### src/rtl/serializer_tx_arbiter_if.sv
// Requester/serializer-facing bundle for serializer_tx_arbiter.
// The slave modport is the arbiter; master is the surrounding environment.
interface serializer_tx_arbiter_if #(
  parameter int unsigned NREQ   = 4,
  parameter int unsigned DATA_W = 16
);
  logic [NREQ-1:0]        req;
  logic [NREQ*DATA_W-1:0] req_data;
  logic [NREQ-1:0]        ack;
  logic                   ser_start;
  logic [DATA_W-1:0]      ser_data;
  logic                   ser_idle;
  logic                   busy;
  logic [1:0]             grant_id;
  logic                   err_timeout;
  logic                   err_clr;

  modport master (
    output req, req_data, ser_idle, err_clr,
    input  ack, ser_start, ser_data, busy, grant_id, err_timeout
  );

  modport slave (
    input  req, req_data, ser_idle, err_clr,
    output ack, ser_start, ser_data, busy, grant_id, err_timeout
  );
endinterface

### src/rtl/serializer_tx_arbiter.sv
// Round-robin arbiter sharing one serializer among four requesters, with an
// ack on frame completion and a sticky watchdog for frames that never finish.
module serializer_tx_arbiter #(
  parameter int unsigned NREQ   = 4,
  parameter int unsigned DATA_W = 16,
  parameter int unsigned TMO_W  = 8
) (
  input logic               clock,
  input logic               resetn,
  serializer_tx_arbiter_if.slave bus
);

  typedef enum logic [1:0] {StIdle, StIssue, StBusy, StDone} state_e;

  localparam logic [TMO_W-1:0] WdogMax = '1;
  localparam logic [TMO_W-1:0] WdogPre = WdogMax - 1'b1;

  state_e            state_q;
  logic [1:0]        ptr_q;
  logic [NREQ-1:0]   mask_q;
  logic [TMO_W-1:0]  wdog_q;
  logic [NREQ-1:0]   ack_q;
  logic              start_q;
  logic [DATA_W-1:0] data_q;
  logic              busy_q;
  logic [1:0]        grant_q;
  logic              err_q;

  logic [NREQ-1:0]   eligible;
  logic              found;
  logic [1:0]        winner;
  logic [1:0]        idx;
  logic              in_frame;
  logic              wd_set;

  // First set bit of eligible, searching upward from the pointer with wrap.
  always_comb begin
    eligible = bus.req & ~mask_q;
    found    = 1'b0;
    winner   = ptr_q;
    idx      = ptr_q;
    for (int k = 0; k < 4; k++) begin
      idx = ptr_q + 2'(k);
      if (!found && eligible[idx]) begin
        found  = 1'b1;
        winner = idx;
      end
    end
  end

  assign in_frame = (state_q == StIssue) || (state_q == StBusy);
  assign wd_set   = in_frame && (wdog_q == WdogPre);

  always_ff @(posedge clock or negedge resetn) begin
    if (!resetn) begin
      state_q <= StIdle;
      ptr_q   <= '0;
      mask_q  <= '0;
      wdog_q  <= '0;
      ack_q   <= '0;
      start_q <= 1'b0;
      data_q  <= '0;
      busy_q  <= 1'b0;
      grant_q <= '0;
      err_q   <= 1'b0;
    end else begin
      ack_q <= '0;
      // Set has priority over a coincident clear.
      if (wd_set) begin
        err_q <= 1'b1;
      end else if (bus.err_clr) begin
        err_q <= 1'b0;
      end
      if (in_frame && (wdog_q != WdogMax)) begin
        wdog_q <= wdog_q + 1'b1;
      end
      unique case (state_q)
        StIdle: begin
          mask_q <= '0;
          if (found) begin
            grant_q <= winner;
            data_q  <= bus.req_data[winner*DATA_W +: DATA_W];
            wdog_q  <= '0;
            start_q <= 1'b1;
            busy_q  <= 1'b1;
            state_q <= StIssue;
          end
        end
        StIssue: begin
          if (!bus.ser_idle) begin
            start_q <= 1'b0;
            state_q <= StBusy;
          end
        end
        StBusy: begin
          if (bus.ser_idle) begin
            ack_q[grant_q] <= 1'b1;
            state_q        <= StDone;
          end
        end
        StDone: begin
          // Mask hides the just-served requester's residual req for one cycle.
          ptr_q   <= grant_q + 2'd1;
          mask_q  <= NREQ'(1) << grant_q;
          busy_q  <= 1'b0;
          state_q <= StIdle;
        end
        default: state_q <= StIdle;
      endcase
    end
  end

  assign bus.ack         = ack_q;
  assign bus.ser_start   = start_q;
  assign bus.ser_data    = data_q;
  assign bus.busy        = busy_q;
  assign bus.grant_id    = grant_q;
  assign bus.err_timeout = err_q;

endmodule
### src/flat_wrapper.sv
// flat-port wrapper written by rule: the top's interface ports become plain ports
module serializer_tx_arbiter_flat 
#(
  parameter int unsigned NREQ   = 4,
  parameter int unsigned DATA_W = 16,
  parameter int unsigned TMO_W  = 8
)
  (clock, resetn, bus_req, bus_req_data, bus_ser_idle, bus_err_clr, bus_ack, bus_ser_start, bus_ser_data, bus_busy, bus_grant_id, bus_err_timeout);
  serializer_tx_arbiter_if #(.NREQ(NREQ), .DATA_W(DATA_W)) bus_i ();
  input logic clock;
  input logic resetn;
  input wire logic [$bits(bus_i.req)-1:0] bus_req;
  input wire logic [$bits(bus_i.req_data)-1:0] bus_req_data;
  input wire logic [$bits(bus_i.ser_idle)-1:0] bus_ser_idle;
  input wire logic [$bits(bus_i.err_clr)-1:0] bus_err_clr;
  output wire logic [$bits(bus_i.ack)-1:0] bus_ack;
  output wire logic [$bits(bus_i.ser_start)-1:0] bus_ser_start;
  output wire logic [$bits(bus_i.ser_data)-1:0] bus_ser_data;
  output wire logic [$bits(bus_i.busy)-1:0] bus_busy;
  output wire logic [$bits(bus_i.grant_id)-1:0] bus_grant_id;
  output wire logic [$bits(bus_i.err_timeout)-1:0] bus_err_timeout;
  assign bus_i.req = bus_req;
  assign bus_i.req_data = bus_req_data;
  assign bus_i.ser_idle = bus_ser_idle;
  assign bus_i.err_clr = bus_err_clr;
  assign bus_ack = bus_i.ack;
  assign bus_ser_start = bus_i.ser_start;
  assign bus_ser_data = bus_i.ser_data;
  assign bus_busy = bus_i.busy;
  assign bus_grant_id = bus_i.grant_id;
  assign bus_err_timeout = bus_i.err_timeout;
  serializer_tx_arbiter #(.NREQ(NREQ), .DATA_W(DATA_W), .TMO_W(TMO_W)) u_core (.clock(clock), .resetn(resetn), .bus(bus_i));
endmodule
### config.mk
export PLATFORM = sky130hd
export DESIGN_NAME = serializer_tx_arbiter_flat
export DESIGN_NICKNAME = d
export VERILOG_FILES = /design/src/rtl/serializer_tx_arbiter_if.sv /design/src/rtl/serializer_tx_arbiter.sv /design/src/flat_wrapper.sv
export SDC_FILE = /design/constraint.sdc
export NUM_CORES = 1
export LEC_CHECK = 0
export ABC_AREA = 1
export BUFFER_PORTS_ARGS = -buffer_cell sky130_fd_sc_hd__buf_2
export CORE_MARGIN = 1
export CORE_UTILIZATION = 40
export CTS_BUF_LIST = sky130_fd_sc_hd__clkbuf_8 sky130_fd_sc_hd__clkbuf_16
export CTS_CLUSTER_SIZE = 20
export DETAILED_ROUTE_END_ITERATION = 16
export MAX_ROUTING_LAYER = met4
export PLACE_DENSITY = 0.73
export SETUP_SLACK_MARGIN = 0.02
export SYNTH_ARGS = -nofsm -noshare
export SYNTH_HDL_FRONTEND = slang
export SYNTH_SLANG_ARGS = --single-unit
### constraint.sdc
create_clock -name clock -period 2.8 [get_ports clock]
set_input_delay 0.84 -clock clock [delete_from_list [all_inputs] [get_ports clock]]
set_output_delay 0.84 -clock clock [all_outputs]
set_load 0.005 [all_outputs]
==> flow_summary.json <==
{
  "hold-path-cell-count": 2,
  "worstMarginPinSlew_ns": 0.914,
  "hold_end": "u_core.bus.ser_data[1]",
  "drt_iter0_markers": 136,
  "avgSynthCellArea_um2": 6.72,
  "endpoint_kind": "register",
  "ant_nets": 0,
  "pwr-share-comb_pct": 67.7,
  "rsz0062_at_grt": "no",
  "cts_hold_buf": 0,
  "power.switching_mw": 2.21,
  "r2r-start": "u_core.ptr_q[0]",
  "nets": 584,
  "start_util_pct": 42.5,
  "power_leakage_nw": 1.97,
  "drv_slew": 0,
  "switching_share_pct": 53.9,
  "synthToLayoutAreaGrowth_pct": 20.7,
  "gp_congestion": 0.820,
  "clock-sinks": 41,
  "dpl.hpwl_um": 5160,
  "fillers": 648,
  "place_area_mm2": 0.00325,
  "cp-start-kind": "register",
  "hold_path.class": "register to register",
  "dieArea_mm2": 0.00724,
  "hold_slack_ns": 0.479,
  "wl_per_cell_um": 11.8,
  "cts_buffers": 5,
  "routed-via-count": 2765,
  "netlist.area_leader.share_pct": 37.2,
  "hold_viol": 0,
  "cp.required_ns": 3.03,
  "dr.pass1.iters": 4,
  "viasPerCell": 4.78,
  "peakVddDrop_uv": 548,
  "drive_gt1_share_pct": 24.3,
  "wl_um": 6840,
  "cp_slowest_stage_delay_ns": 0.53,
  "ys_types": 27,
  "rows": 29,
  "cts_buffer_depth": 2,
  "syn_inst": 411,
  "h-tree-depth": 2,
  "grt_usage_pct": 19.9,
  "die_w_um": 85.1,
  "power_density_mw_per_mm2": 1230,
  "fin_worst_skew_ns": 0.00515,
  "seq_power_share_pct": 23.6,
  "cts_tree": "yes",
  "path_cells": "inv_4 > nand2_1 > nand2_1 > nand3_1 > nand2_2 > nand2_2 > nor2_4 > nand3_4 > nand2_4 > nand2_1 > nand2_1 > nand2_1 > nand2_1 > nand2_1 > nand2_1",
  "timing.fmax_ghz": 0.456,
  "crit_arrival_ns": 2.42,
  "finalWorstSetupSlack_ns": 0.605,
  "antenna_found_initial": 0,
  "fin_tns_setup_ns": 0,
  "worst_r2r_endpoint": "u_core.bus.ser_data[14]",
  "reg2reg_depth": 15,
  "cts_root_buf": "clkbuf_8",
  "p_int_mw": 1.89,
  "synth_top_cell_by_area": "dfrtp_1",
  "grt_max_degree": 42,
  "setup_violations": 0,
  "clk_pin_slew_worst_paths_ns": 0.07,
  "portBuffers": 96,
  "drv_cap": 0,
  "clock_power_share_pct": 8.7,
  "synthesis.area_mm2": 0.00276,
  "die_h_um": 85.1,
  "final.period_utilization_pct": 78.4,
  "coreArea_mm2": 0.00649,
  "route.detailed.drc": 0,
  "clk_latency_ns": 0.29,
  "netlist_top_cells_area": "dfrtp_1 37%, nand2_1 27%, nand3_1 9.2%, ha_1 5.0%, inv_1 3.7%",
  "cts_setup_buffers": 0,
  "final_cell_area_mm2": 0.00333,
  "fin_crit_ns": 2.19,
  "utilization_pct": 51.3,
  "io_pins": 97,
  "grt_pass1_wl_um": 11100,
  "synth_fp_nets": 494,
  "status": "completed",
  "ys_seq_area_share_pct": 37.2,
  "antenna_cells": 0,
  "r2r_setup_slack_ns": 0.61,
  "critPathKind": "register to register",
  "grt_pass1_vias": 2498,
  "maxSlewHeadroom_pct": 39.1,
  "pre_cts_slack_ns": 0.375,
  "grt_overflow": 0,
  "yosysWarnings": 0,
  "synth-seq-cells": 41,
  "min-delay-start": "u_core.bus.ser_data[1]",
  "ctsResizeCount": 0,
  "cp_slowest_cell": "dfrtp_1",
  "path_max_fanout": 33,
  "critPathMostFrequentCell": "nand2_1"
}
## state kept, by name, summed over array words and instances, names as in the netlist
signal	cells
u_core.bus.ser_data	16
u_core.wdog_q	8
u_core.bus.ack	4
u_core.mask_q	4
u_core.bus.grant_id	2
u_core.ptr_q	2
u_core.state_q	2
u_core.bus.busy	1
u_core.bus.err_timeout	1
u_core.bus.ser_start	1
## cells in the mapped netlist (all sizes together)
cell type  number
o21ai          10
a21oi           6
nor2           18
xnor2           1
inv            31
ha             11
o22ai           4
nand3          53
or2             1
nor3            2
nand2         211
buf            15
dfrtp          41
nand4           2
xor2            4
clkbuf          1
## cell families (layout without fill, tap and decap cells)
kind of cell    after synthesis  after routing  synth area share [%]
compound gates               20             20                  3.81
buf+inv                      47            138                  8.20
xor+xnor                      5              5                  1.59
fa+ha+maj                    11             11                  4.99
flops                        41             41                  37.2
simple gates                287            287                  44.2
## how the worst max path moves through the flow
stage,start,end,slack [ns],cells after the start
3_5_place_dp,bus_req[3],u_core.bus.ser_data[8],0.37,14
5_1_grt,u_core.state_q[0],u_core.wdog_q[6],0.34,10
3_3_place_gp,bus_req[1],u_core.bus.ser_data[7],0.43,14
2_1_floorplan,bus_req[1],u_core.bus.ser_data[10],0.78,15
6_report,u_core.ptr_q[0],u_core.bus.ser_data[14],0.61,15
4_1_cts,u_core.ptr_q[0],u_core.bus.ser_data[8],0.61,15
## final cells by class
type                    count  area, µm²  share of cell area, %
flip-flops and latches     41       1030                   30.8
well taps                  77       96.3                   2.89
multi-input cells         323       1510                   45.2
inverters                  31        119                   3.57
clock buffers               5       68.8                   2.07
clock inverters             3       11.3                  0.338
repair buffers             99        503                   15.1
## power by group through the flow
stage	logic, mW	clock network, mW	registers, mW
floorplan	2.28	0	0.948
global placement	2.72	0	0.976
detailed placement	2.79	0	0.977
CTS	2.80	0.371	0.969
global route	3.20	0.400	0.994
finish	2.78	0.357	0.968
## worst max-delay path, delay by kind of cell, from the launching register on
| family | cells | cell delay, ns |
|---|---|---|
| simple gates | 14 | 1.42 |
| flops | 1 | 0.53 |
| buf+inv | 1 | 0.16 |
## cell usage in the layout, fill, tap and decap left out, types with 2 or more instances in the layout
master,instances
nand2_1,202
buf_2,96
nand3_1,51
dfrtp_1,41
inv_1,30
nor2_1,17
ha_1,11
o21ai_0,10
nand2_2,8
a21oi_1,6
clkbuf_8,5
xor2_1,4
o22ai_1,4
inv_2,3
buf_4,3
nor3_1,2
## through the flow
step,instances,power [mW]
after floorplan,411,3.23
after global placement,571,3.70
after detailed placement,571,3.76
after CTS,579,4.14
after global routing,579,4.60
final,579,4.10
## per-layer routing
layer	part of all wire, %	up-vias	global-route usage, %
li1	-	1460	-
met1	46	1219	23.8
met2	46	73	32.7
met3	5.2	13	4.47
met4	2.4	0	7.70
met5	0	-	-
No activity file was read; power rests on OpenSTA's default activity.
